$ cat src/rtl/game_round_sequencer.sv
// Round sequencer for the shooting game: spawns and launches sprites, paces
// sprite motion off the video frame, tracks shots/hits/score/level and hands
// the end-of-round display time to the end-of-game timer.
module game_round_sequencer #(
  parameter int unsigned SHOTS_PER_ROUND = 8,
  parameter int unsigned HITS_TO_WIN     = 3,
  parameter int unsigned SHOT_WIDTH      = 4,
  parameter int unsigned SCORE_WIDTH     = 8,
  parameter int unsigned LEVEL_WIDTH     = 2,
  parameter int unsigned DIV_BASE        = 4
) (
  input  logic                   clk,
  input  logic                   reset,
  input  logic                   frame_tick,
  input  logic                   key,
  input  logic                   collision,
  input  logic                   target_within_screen,
  input  logic                   torpedo_within_screen,
  input  logic                   end_of_game_timer_running,
  output logic                   target_write_xy,
  output logic                   target_write_dxy,
  output logic                   torpedo_write_xy,
  output logic                   torpedo_write_dxy,
  output logic                   target_enable_update,
  output logic                   torpedo_enable_update,
  output logic                   end_of_game_timer_start,
  output logic                   game_won,
  output logic                   game_lost,
  output logic [SCORE_WIDTH-1:0] score,
  output logic [SHOT_WIDTH-1:0]  shots_left,
  output logic [LEVEL_WIDTH-1:0] level
);

  localparam int unsigned DIV_WIDTH = (DIV_BASE > 2) ? $clog2(DIV_BASE) : 1;
  localparam logic [SHOT_WIDTH-1:0] SHOTS_INIT = SHOT_WIDTH'(SHOTS_PER_ROUND);
  localparam logic [SHOT_WIDTH-1:0] HITS_WIN   = SHOT_WIDTH'(HITS_TO_WIN);

  typedef enum logic [2:0] {
    IDLE, SPAWN, AIM, FLIGHT, HIT, MISS, WON, LOST
  } state_t;

  state_t state, state_next;

  logic                  key_q;
  logic [DIV_WIDTH-1:0]  div;
  logic [SHOT_WIDTH-1:0] hits;
  logic                  seen_run;

  logic key_rise, step;
  logic [SHOT_WIDTH-1:0] hits_inc;

  logic txy_d, tdxy_d, pxy_d, pdxy_d, ten_d, pen_d, tstart_d, won_d, lost_d;
  logic shot_take, hit_take, leave_won, leave_lost;

  assign key_rise = key & ~key_q;
  assign step     = frame_tick & (div == '0);
  assign hits_inc = hits + SHOT_WIDTH'(1);

  // State register
  always_ff @(posedge clk or negedge reset) begin
    if (!reset) state <= IDLE;
    else        state <= state_next;
  end

  // Next-state and strobe decode; strobes are registered below
  always_comb begin
    state_next = state;
    txy_d      = 1'b0;
    tdxy_d     = 1'b0;
    pxy_d      = 1'b0;
    pdxy_d     = 1'b0;
    ten_d      = 1'b0;
    pen_d      = 1'b0;
    tstart_d   = 1'b0;
    shot_take  = 1'b0;
    hit_take   = 1'b0;
    leave_won  = 1'b0;
    leave_lost = 1'b0;
    case (state)
      IDLE: if (key_rise) state_next = SPAWN;
      SPAWN: begin
        txy_d      = 1'b1;
        tdxy_d     = 1'b1;
        pxy_d      = 1'b1;
        state_next = AIM;
      end
      AIM: begin
        ten_d = step;
        if (key_rise && shots_left != '0) begin
          pdxy_d     = 1'b1;
          shot_take  = 1'b1;
          state_next = FLIGHT;
        end else if (frame_tick && !target_within_screen) begin
          state_next = SPAWN;
        end
      end
      FLIGHT: begin
        ten_d = step;
        pen_d = step;
        if (collision) begin
          state_next = HIT;
        end else if (frame_tick && !torpedo_within_screen) begin
          state_next = MISS;
        end else if (frame_tick && !target_within_screen) begin
          txy_d  = 1'b1;
          tdxy_d = 1'b1;
        end
      end
      HIT: begin
        hit_take = 1'b1;
        if (hits_inc == HITS_WIN) begin
          tstart_d   = 1'b1;
          state_next = WON;
        end else if (shots_left == '0) begin
          tstart_d   = 1'b1;
          state_next = LOST;
        end else begin
          state_next = SPAWN;
        end
      end
      MISS: begin
        if (shots_left == '0) begin
          tstart_d   = 1'b1;
          state_next = LOST;
        end else begin
          pxy_d      = 1'b1;
          state_next = AIM;
        end
      end
      WON: if (seen_run && !end_of_game_timer_running) begin
        leave_won  = 1'b1;
        state_next = IDLE;
      end
      LOST: if (seen_run && !end_of_game_timer_running) begin
        leave_lost = 1'b1;
        state_next = IDLE;
      end
      default: state_next = IDLE;
    endcase
    // Flags follow the next state so they line up with the WON/LOST dwell
    won_d  = (state_next == WON);
    lost_d = (state_next == LOST);
  end

  // Registered strobes, enables and end-of-round flags
  always_ff @(posedge clk or negedge reset) begin
    if (!reset) begin
      target_write_xy         <= 1'b0;
      target_write_dxy        <= 1'b0;
      torpedo_write_xy        <= 1'b0;
      torpedo_write_dxy       <= 1'b0;
      target_enable_update    <= 1'b0;
      torpedo_enable_update   <= 1'b0;
      end_of_game_timer_start <= 1'b0;
      game_won                <= 1'b0;
      game_lost               <= 1'b0;
    end else begin
      target_write_xy         <= txy_d;
      target_write_dxy        <= tdxy_d;
      torpedo_write_xy        <= pxy_d;
      torpedo_write_dxy       <= pdxy_d;
      target_enable_update    <= ten_d;
      torpedo_enable_update   <= pen_d;
      end_of_game_timer_start <= tstart_d;
      game_won                <= won_d;
      game_lost               <= lost_d;
    end
  end

  // Key edge history, frame divider and round/score bookkeeping
  always_ff @(posedge clk or negedge reset) begin
    if (!reset) begin
      key_q      <= 1'b0;
      div        <= '0;
      hits       <= '0;
      seen_run   <= 1'b0;
      score      <= '0;
      level      <= '0;
      shots_left <= SHOTS_INIT;
    end else begin
      key_q <= key;
      if (frame_tick) begin
        if (div == '0) div <= DIV_WIDTH'(DIV_BASE - 1) - DIV_WIDTH'(level);
        else           div <= div - DIV_WIDTH'(1);
      end
      if (shot_take) shots_left <= shots_left - SHOT_WIDTH'(1);
      if (hit_take) begin
        if (hits != '1)  hits  <= hits_inc;
        if (score != '1) score <= score + SCORE_WIDTH'(1);
      end
      if ((state == WON || state == LOST) && end_of_game_timer_running)
        seen_run <= 1'b1;
      if (leave_won || leave_lost) begin
        seen_run   <= 1'b0;
        hits       <= '0;
        shots_left <= SHOTS_INIT;
      end
      if (leave_won && level != '1) level <= level + LEVEL_WIDTH'(1);
      if (leave_lost) begin
        score <= '0;
        level <= '0;
      end
    end
  end

endmodule

$ cat config.mk
export PLATFORM = sky130hd
export DESIGN_NAME = game_round_sequencer
export DESIGN_NICKNAME = d
export VERILOG_FILES = /design/src/rtl/game_round_sequencer.sv
export SDC_FILE = /design/constraint.sdc
export NUM_CORES = 1
export LEC_CHECK = 0
export ABC_AREA = 1
export CORE_UTILIZATION = 49
export CTS_BUF_LIST = sky130_fd_sc_hd__clkbuf_8
export CTS_CLUSTER_SIZE = 8
export DETAILED_ROUTE_END_ITERATION = 10
export PLACE_DENSITY = 0.78
export REMOVE_ABC_BUFFERS = 1
export SLEW_MARGIN = 10
export SYNTH_ARGS = -nofsm -noshare
export SYNTH_HDL_FRONTEND = slang
export SYNTH_SLANG_ARGS = --single-unit
$ cat constraint.sdc
create_clock -name clk -period 1.4 [get_ports clk]
set_input_delay 0.35 -clock clk [delete_from_list [all_inputs] [get_ports clk]]
set_output_delay 0.35 -clock clk [all_outputs]
set_load 0.01 [all_outputs]
==> metrics, run 1 <==
outcome complete, no violations; Finish-stage setup viols 0; peak supply drop 1020 µV; sw frac between 40% and 50%; DIE HEIGHT 62.1 µm; Power Dens Cells 1940 nW/µm²; Slew HR between 80% and 90%; Async SR Flop Fraction 100%; antenna violations before repair 0; Leak between 1 and 1.5 nW; Synth Instances around 210; dominant synthesized flop cell dfrtp_1; Vias between 1500 and 2000; CP Launch Type register; Switching Power 0.00207 W; RSZ-0062 raised after global routing true; worst hold path type input pin to asynchronous set/reset pin; Vias/cell between 4 and 5; gr usage total around a fifth; Yosys reg bits 33; Synth Cell Area between 1500 and 2000 µm²; first-pass GRT wire length approximately 6500 µm; Seq/Total Area, Yosys between 40% and 50%; I/O Buffers 30; hold_buf cts 0; die area roughly 3900 µm²; Layout Skew around 0.0073 ns; Pint ~0.0028 W; core area approximately 3400 µm²; Logic pwr share 51.7%; sequential power share 33.7%; Synth cell types 34; critical path class register to register; most common cell after layout, fill and taps aside dfrtp_1; Avg Cell Area, Syn 8.59 µm²; fin area 2530 µm²; Die Wd around 62 µm; Post-Route WL ~3900 µm; vias in the first global route 1521; Clock Path Buffers 2; gr ovfl total 0; clock share of power about 14%; Post-DRT Antenna Nets 0; Yosys warning total 0; number of synthesized flops with an enable pin 0; layout cells sized above 1 37.5%; routability cong. between 0.8 and 0.9; Final HPWL DP about 2700 µm; Max-cap violations 0; worst-path fanout max 3; clk root buf clkbuf_8; Initial Utilization a little over half; Worst Reg2Reg Path Length in Cells 11; WP data required approximately 1.6 ns; crit end category register; fin crit share 98.9%; fin util approximately three quarters; commonest cells after routing, fill and taps aside dfrtp_1, inv_1, nand2_1, buf_4, dlygate4sd2_1; Max Fclk between 700 and 800 MHz; Fin Setup TNS 0 ns; post-layout power about 0.0049 W; Worst Max-Slew Pin Slew 0.199 ns; Cell Rows 21; Wirelength per Cell ~12 µm; largest net degree at the start of global routing 34; Worst-path clk slew about 0.07 ns; Synth-to-Final Area Change 43.1%; number of CTS-inserted buffers 5; Final Slew Violations 0; fin crit period between 1 and 1.5 ns; critical path arrival roughly 1.6 ns; ANT cells 0; H-tree Lvls 2; CTS tree done; Skew-Pair Late Insertion Delay between 0.2 and 0.3 ns; initial drt markers 98; final hold violation count 0; Area after DPL about 2300 µm²; Pre-Repair DR Iteration Count 4; Sink Count 33; Ports 31; NumNets Final ~280; DR DRC count 0
stage by stage:
step                setup WS (ns)  cells  hold WS, ns
finish                     0.0160    315        0.421
floorplan                 -0.0569    204       0.0544
detailed placement         -0.258    303        0.516
CTS                        0.0128    314        0.426
global route              -0.0833    315        0.449
global placement           -0.235    303        0.495
cells in the mapped netlist, types with 3 or more instances:
library cell | count | share of area [%]
a21oi_1 | 5 | 1.4
a31oi_1 | 3 | 1.1
dfrtp_1 | 32 | 45
ha_1 | 5 | 3.5
inv_1 | 28 | 5.9
inv_2 | 5 | 1.1
nand2_1 | 33 | 7.0
nand2_2 | 10 | 3.5
nand2_4 | 3 | 1.9
nand3_1 | 15 | 4.2
nand4_1 | 3 | 1.1
nor2_1 | 16 | 3.4
nor2_2 | 6 | 2.1
nor2_4 | 3 | 1.9
nor3_1 | 3 | 0.85
o21ai_0 | 15 | 4.2
logic make-up (layout without fill, tap and decap cells):
kind of cell | Yosys count | after routing | share of synthesized area (%)
AO/OA/AOI/OAI | 31 | 31 | 9.82
buffers and inverters | 36 | 99 | 8.55
AND/OR/NAND/NOR | 101 | 101 | 31.4
adder cells (fa/ha/maj) | 5 | 5 | 3.53
flip-flops | 33 | 33 | 46.7
registers in the layout, indices dropped and copies added, names as in the netlist:
register and cells:
torpedo_write_xy 1, hits 4, game_lost 1, torpedo_enable_update 1, seen_run 1, shots_left 4, div 2, torpedo_write_dxy 1
level 2, game_won 1, key_q 1, target_enable_update 1, score 8, target_write_dxy 1, state 3, end_of_game_timer_start 1
worst paths after layout:
kind | end | start | slack [ns]
max | game_won | hits[0] | 0.02
min | game_won | reset | 0.42
max reg2reg | game_won | hits[0] | 0.02
min reg2reg | seen_run | seen_run | 0.53
max in group asynchronous | shots_left[3] | reset | 0.73
min in group clk | seen_run | seen_run | 0.53
what timing repair did:
action	in CTS	in global routing
setup endpoints to repair	28	22
resized for setup	29	41
pin swaps	2	16
setup buffers	3	2
layout make-up:
type	count	area, µm²
tap	46	57.6
clock inverter	2	7.51
sequential	33	831
clock buffer	6	82.6
fill	245	856
inverter	34	133
timing repair buffer	57	490
multi-input combinational	137	932
worst max-delay path: stages, from the launching register on:
cell and delay (ns):
dfrtp_2 0.44, ha_4 0.18, inv_2 0.05, nand2_2 0.04, nand2_2 0.08, nor2_2 0.04, nand2_2 0.08, nand2_2 0.08
nand2_4 0.09, nand3_4 0.09, nand2_4 0.09, nor2_2 0.04
layer usage:
layer / track usage (%) / vias up / routed length [µm]
met2: 32.7 / 35 / 1970
li1: - / 793 / -
met4: 9.88 / 0 / 65
met1: 27.5 / 730 / 1710
met3: 6.80 / 8 / 161
met5: 0 / - / 0
power groups by stage:
| stage | clock (W) | sequential, W | combinational, W |
|---|---|---|---|
| floorplan | 0 | 0.00173 | 0.00115 |
| global placement | 0 | 0.00164 | 0.00224 |
| detailed placement | 0 | 0.00164 | 0.00230 |
| CTS | 0.000733 | 0.00161 | 0.00221 |
| global route | 0.000770 | 0.00171 | 0.00281 |
| finish | 0.000713 | 0.00166 | 0.00254 |
Note: power is estimated with default switching activity, not from simulation.
==> inputs of run 2 (changes only) <==
--- a/config.mk
+++ b/config.mk
@@ -10,9 +10,10 @@
 export CTS_BUF_LIST = sky130_fd_sc_hd__clkbuf_8
 export CTS_CLUSTER_SIZE = 8
 export DETAILED_ROUTE_END_ITERATION = 10
+export MAX_ROUTING_LAYER = met4
 export PLACE_DENSITY = 0.78
 export REMOVE_ABC_BUFFERS = 1
-export SLEW_MARGIN = 10
+export SLEW_MARGIN = 0
 export SYNTH_ARGS = -nofsm -noshare
 export SYNTH_HDL_FRONTEND = slang
 export SYNTH_SLANG_ARGS = --single-unit
==> metrics, run 2 (synthesis results as in run 1) <==
NumNets Final 281 (unchanged); crit-path cells ha_4 -> inv_2 -> nand2_2 -> nand2_2 -> nor2_2 -> nand2_2 -> nand2_2 -> nand2_4 -> nand3_4 -> nand2_4 -> nor2_2 (unchanged); core area 3390 µm² (unchanged); worst-path fanout max 3 (unchanged); fin crit period 1.38 ns (about the same); antenna violations before repair 0 (unchanged); critical path class register to register (unchanged); Largest register FFs 8 (unchanged); Final Slew Violations 0 (unchanged); I/O Buffers 30 (unchanged); first-pass GRT wire length 6470 µm (was 6460 µm); Fill cells 245 (unchanged); layout cells sized above 1 37.5% (unchanged); CTS tree done (unchanged); WP data required 1.59 ns (about the same); Skew-Pair Late Insertion Delay 0.29 ns (about the same); final hold violation count 0 (unchanged); Max Fclk 725 MHz (was 723 MHz); number of CTS-inserted buffers 5 (unchanged); die area 3860 µm² (unchanged); DIE HEIGHT 62.1 µm (unchanged); Layout Skew 0.00823 ns (was 0.00734 ns); Post-Route WL 3920 µm (was 3910 µm); largest net degree at the start of global routing 34 (unchanged); Power Dens Cells 1940 nW/µm² (about the same); Finish-stage setup viols 0 (unchanged); Clock Path Buffers 2 (unchanged); most common cell after layout, fill and taps aside dfrtp_1 (unchanged); clk root buf clkbuf_8 (unchanged); Pre-Repair DR Iteration Count 5 (was 4); Leak 1.29 nW (unchanged); Max-cap violations 0 (unchanged); Vias/cell 4.98 (was 4.97); CP delay by family, top simple AND/OR/NAND/NOR gates (unchanged); CP Launch Type register (unchanged); Initial Utilization 52.2% (unchanged); Sink Count 33 (unchanged); crit end category register (unchanged); commonest cells after routing, fill and taps aside dfrtp_1, inv_1, nand2_1, buf_4, dlygate4sd2_1 (unchanged); Worst Max-Slew Pin Slew 0.199 ns (unchanged); peak supply drop 1020 µV (about the same); Synth-to-Final Area Change 43.1% (unchanged); Worst path most repeated cell nand2_2 (unchanged); H-tree Lvls 2 (unchanged); initial drt markers 90 (was 98); Slew HR 86.6% (unchanged); slowest stage cell on the critical path dfrtp_2 (unchanged); Final HPWL DP 2690 µm (unchanged); critical path arrival 1.57 ns (about the same); DR DRC count 0 (unchanged); Wirelength per Cell 12.4 µm (about the same); Die Wd 62.1 µm (unchanged); Top Registers score x8, hits x4, shots_left x4 (unchanged); hold_buf cts 0 (unchanged); Fin Setup TNS 0 ns (unchanged); Post-DRT Antenna Nets 0 (unchanged); CP Buf/Inv Count 1 (unchanged); post-layout power 0.00491 W (about the same); RSZ-0062 raised after global routing true (unchanged); worst hold path type input pin to asynchronous set/reset pin (unchanged); vias in the first global route 1520 (was 1521); gr usage total 22.0% (was 21.3%); fin crit share 98.5% (was 98.9%); Reg with most FFs score (unchanged); Vias 1568 (was 1566); ANT cells 0 (unchanged); routability cong. 0.834 (was 0.822); outcome complete, no violations (unchanged); Worst-path clk slew 0.07 ns (about the same); Cell Rows 21 (unchanged); gr ovfl total 0 (unchanged); Ports 31 (unchanged); worst hold slack 0.420 ns (was 0.421 ns); Worst path max stage delay 0.44 ns (about the same)
==> run 2: cell counts in the layout (fill, tap and decap cells not counted) <==
Identical to the previous run, type by type.
==> run 2: layout make-up <==
cell class                 instances  area (µm²)  area share [%]
clock buffer                       6        82.6            3.26
clock inverter                     2        7.51           0.296
inverter                          34         133            5.23
multi-input combinational        137         932            36.8
sequential                        33         831            32.8
tap                               46        57.6            2.27
timing repair buffer              57         490            19.4
==> run 2: stage by stage <==
step | util [%] | instances | worst slack [ns] | cell area, µm²
2_1_floorplan | - | 204 | -0.0569 | 1750
3_3_place_gp | 67.7 | 303 | -0.235 | 2290
3_5_place_dp | 67.7 | 303 | -0.258 | 2290
4_1_cts | 70.4 | 314 | 0.0128 | 2380
5_1_grt | 74.8 | 315 | -0.0789 | 2530
6_report | 74.8 | 315 | 0.0214 | 2530
==> run 2: final timing paths <==
| kind | slack, ns | cells past startpoint | from | to |
|---|---|---|---|---|
| max | 0.02 | 11 | hits[0] | game_won |
| min | 0.42 | 2 | reset | game_won |
| max reg2reg | 0.02 | 11 | hits[0] | game_won |
| min reg2reg | 0.53 | 2 | seen_run | seen_run |
| max in group asynchronous | 0.72 | 2 | reset | shots_left[3] |
| min in group clk | 0.53 | 2 | seen_run | seen_run |
==> run 2: what timing repair did <==
item,4_1_cts,5_1_grt
resized for setup,29,41
setup endpoints to repair,28,22
pin swaps,2,16
endpoints found under the hold margin,0,0
setup buffers,3,2
==> run 2: routing by layer <==
metal	share of wire (%)	GRT usage, %	vias to the layer above
li1	-	-	793
met1	44	27.5	730
met2	50	32.7	35
met3	4.1	6.80	10
met4	1.9	9.88	0
met5	0	-	-
==> run 2: power breakdown <==
part / leakage [nW] / internal [W] / switching, W / total (W)
registers: 0.413 / 0.00132 / 0.000332 / 0.00166
clock network: 0.0538 / 0.000386 / 0.000328 / 0.000714
logic: 0.821 / 0.00113 / 0.00141 / 0.00254
total: 1.29 / 0.00284 / 0.00207 / 0.00491
==> run 2: worst reg2reg max path, cell delays in order (launching register included) <==
cell,delay (ns)
dfrtp_2,0.44
ha_4,0.18
inv_2,0.05
nand2_2,0.04
nand2_2,0.08
nor2_2,0.04
nand2_2,0.08
nand2_2,0.08
nand2_4,0.09
nand3_4,0.08
nand2_4,0.09
nor2_2,0.04
==> inputs of run 3 (changes only) <==
--- a/config.mk
+++ b/config.mk
@@ -6,13 +6,16 @@
 export NUM_CORES = 1
 export LEC_CHECK = 0
 export ABC_AREA = 1
-export CORE_UTILIZATION = 49
+export CELL_PAD_IN_SITES_DETAIL_PLACEMENT = 0
+export CELL_PAD_IN_SITES_GLOBAL_PLACEMENT = 2
+export CORE_UTILIZATION = 29
 export CTS_BUF_LIST = sky130_fd_sc_hd__clkbuf_8
 export CTS_CLUSTER_SIZE = 8
 export DETAILED_ROUTE_END_ITERATION = 10
 export MAX_ROUTING_LAYER = met4
-export PLACE_DENSITY = 0.78
+export PLACE_DENSITY_LB_ADDON = 0.1
 export REMOVE_ABC_BUFFERS = 1
+export SKIP_LAST_GASP = 1
 export SLEW_MARGIN = 0
 export SYNTH_ARGS = -nofsm -noshare
 export SYNTH_HDL_FRONTEND = slang
==> metrics, run 3 (synthesis results as in run 1) <==
die area 6420 µm² (was 3860 µm²); first-pass GRT wire length 7310 µm (was 6470 µm); Power Dens Cells 1930 nW/µm² (was 1940 nW/µm²); Worst path max stage delay 0.50 ns (was 0.44 ns); peak supply drop 741 µV (was 1020 µV); Fin Setup TNS -0.0557 ns (was 0 ns); worst-path fanout max 4 (was 3); Wirelength per Cell 12.1 µm (was 12.4 µm); Max-cap violations 0 (unchanged); largest net degree at the start of global routing 21 (was 34); FF-to-FF Start score[1] (was hits[0]); outcome finished with violations (was complete, no violations); Post-DRT Antenna Nets 0 (unchanged); gr ovfl total 0 (unchanged); Ports 31 (unchanged); Vias/cell 4.42 (was 4.98); sequential power share 31.8% (was 33.7%); Switching Power 0.00207 W (about the same); core area 5920 µm² (was 3390 µm²); number of CTS-inserted buffers 5 (unchanged); critical path arrival 1.09 ns (was 1.57 ns); I/O Buffers 30 (unchanged); Placed Cells 340 (was 303); failing checks negative setup slack; hold_buf cts 0 (unchanged); CP delay by family, top flip-flops (was simple AND/OR/NAND/NOR gates); fin crit period 1.44 ns (was 1.38 ns); Layout Skew 0.0121 ns (was 0.00823 ns); sw frac 39.8% (was 42.2%); layout cells sized above 1 38.8% (was 37.5%); Leak 1.37 nW (was 1.29 nW); commonest cells after routing, fill and taps aside buf_4, dfrtp_1, inv_1 (was dfrtp_1, inv_1, nand2_1, buf_4, dlygate4sd2_1); WP data required 1.05 ns (was 1.59 ns); crit end category output port (was register); WP depth 1 (was 11); Worst Max-Slew Pin Slew 0.278 ns (was 0.199 ns); critical path class register to output port (was register to register); initial drt markers 43 (was 90); H-tree Lvls 2 (unchanged); Slew HR 81.4% (was 86.6%); Clock Path Buffers 2 (unchanged); Pre-Repair DR Iteration Count 4 (was 5); Non-Filler Instances 356 (was 315); Fill cells 600 (was 245); Post-Route WL 4310 µm (was 3920 µm); Sink Count 33 (unchanged); Die Wd 80.1 µm (was 62.1 µm); Most Crowded Layer GR met2 (unchanged); fin util 45.5% (was 74.8%); multi-input gate area in the final layout 948 µm² (was 932 µm²); met3 usage 3.75% (was 6.80%); Reg area 830 µm² (was 831 µm²); global-route met2 utilization 25.8% (was 32.7%); Finish-stage setup viols 2 (was 0); Skew-Pair Late Insertion Delay 0.29 ns (about the same); Initial Utilization 29.9% (was 52.2%); M1 GR Usage 19.4% (was 27.5%); crit-path cells dlygate4sd2_1 (was ha_4 -> inv_2 -> nand2_2 -> nand2_2 -> nor2_2 -> nand2_2 -> nand2_2 -> nand2_4 -> nand3_4 -> nand2_4 -> nor2_2); Worst Setup SP score[2] (was hits[0]); Final Slew Violations 0 (unchanged); CTS tree done (unchanged); fin crit share 103% (was 98.5%); DR DRC count 0 (unchanged); Logic pwr share 50.2% (was 51.7%); antenna violations before repair 0 (unchanged); vias in the first global route 1590 (was 1520); clk root buf clkbuf_8 (unchanged); Final WS setup -0.0434 ns (was 0.0214 ns); final hold violation count 0 (unchanged); Largest register FFs 8 (unchanged); NumNets Final 293 (was 281); flop-to-flop setup slack 0.01 ns (was 0.02 ns); ANT cells 0 (unchanged); Worst-path clk slew 0.08 ns (was 0.07 ns); routability cong. 0.786 (was 0.834); CP Buf/Inv Count 1 (unchanged); most common cell after layout, fill and taps aside buf_4 (was dfrtp_1); RSZ-0062 raised after global routing true (unchanged); slowest stage cell on the critical path dfrtp_1 (was dfrtp_2); Max Fclk 693 MHz (was 725 MHz); clock share of power 18.1% (was 14.5%); Synth-to-Final Area Change 52.0% (was 43.1%); Pint 0.00313 W (was 0.00284 W); Worst Reg2Reg Path Length in Cells 10 (was 11); Top Registers score x8, hits x4, shots_left x4 (unchanged); DIE HEIGHT 80.1 µm (was 62.1 µm); gr usage total 15.8% (was 22.0%); worst hold path type input pin to asynchronous set/reset pin (unchanged); Vias 1572 (was 1568); Cell Rows 28 (was 21); CP Launch Type register (unchanged); Reg with most FFs score (unchanged); Final HPWL DP 3170 µm (was 2690 µm)
run 3: changes by cell type in the layout (fill, tap and decap cells not counted), moves of 3 or more:
cell | previous run | this run
nor2_4 | 4 | 7
buf_4 | 24 | 36
nand2_1 | 24 | 28
nand2_2 | 15 | 12
nor2_2 | 13 | 8
run 3: area by class of cell:
cell class / instances / area share, %
Multi-Input combinational cell: 137 / 35.2
Sequential cell: 33 / 30.8
Timing Repair Buffer: 69 / 21.2
Inverter: 34 / 4.93
Tap cell: 75 / 3.49
Clock buffer: 6 / 3.07
Clock inverter: 2 / 1.26
run 3: timing repair:
action / in CTS / in global routing
resized for setup: 37 / 36
hold endpoints to repair: 0 / 0
buffers inserted: 5 / 4
endpoints found under the setup margin: 27 / 29
pin swaps: 4 / 12
run 3: per-layer routing:
metal,part of all wire (%),vias to the layer above
met3,2.9,4
li1,-,812
met4,1.0,0
met1,47,732
met5,0,-
met2,49,24
run 3: power groups by stage:
stage / Sequential (W) / Combinational (W) / Clock [W]
global route: 0.00171 / 0.00294 / 0.00100
CTS: 0.00161 / 0.00239 / 0.000964
floorplan: 0.00173 / 0.00115 / 0
finish: 0.00165 / 0.00261 / 0.000938
global placement: 0.00164 / 0.00241 / 0
detailed placement: 0.00164 / 0.00241 / 0
run 3: path summary, 6_finish.rpt:
path,to
setup / recovery,score[2]
hold / removal,seen_run
setup reg to reg,score[3]
hold reg to reg,seen_run
max in group asynchronous,state[2]
min in group clk,seen_run
run 3: stage by stage:
| stage | cell area [µm²] | hold WS [ns] | setup WS [ns] | power [W] |
|---|---|---|---|---|
| finish | 2690 | 0.414 | -0.0434 | 0.00520 |
| global route | 2690 | 0.427 | -0.104 | 0.00565 |
| CTS | 2540 | 0.422 | -0.0556 | 0.00497 |
| detailed placement | 2380 | 0.505 | -0.324 | 0.00404 |
| global placement | 2380 | 0.497 | -0.298 | 0.00406 |
| floorplan | 1750 | 0.0544 | -0.0569 | 0.00288 |
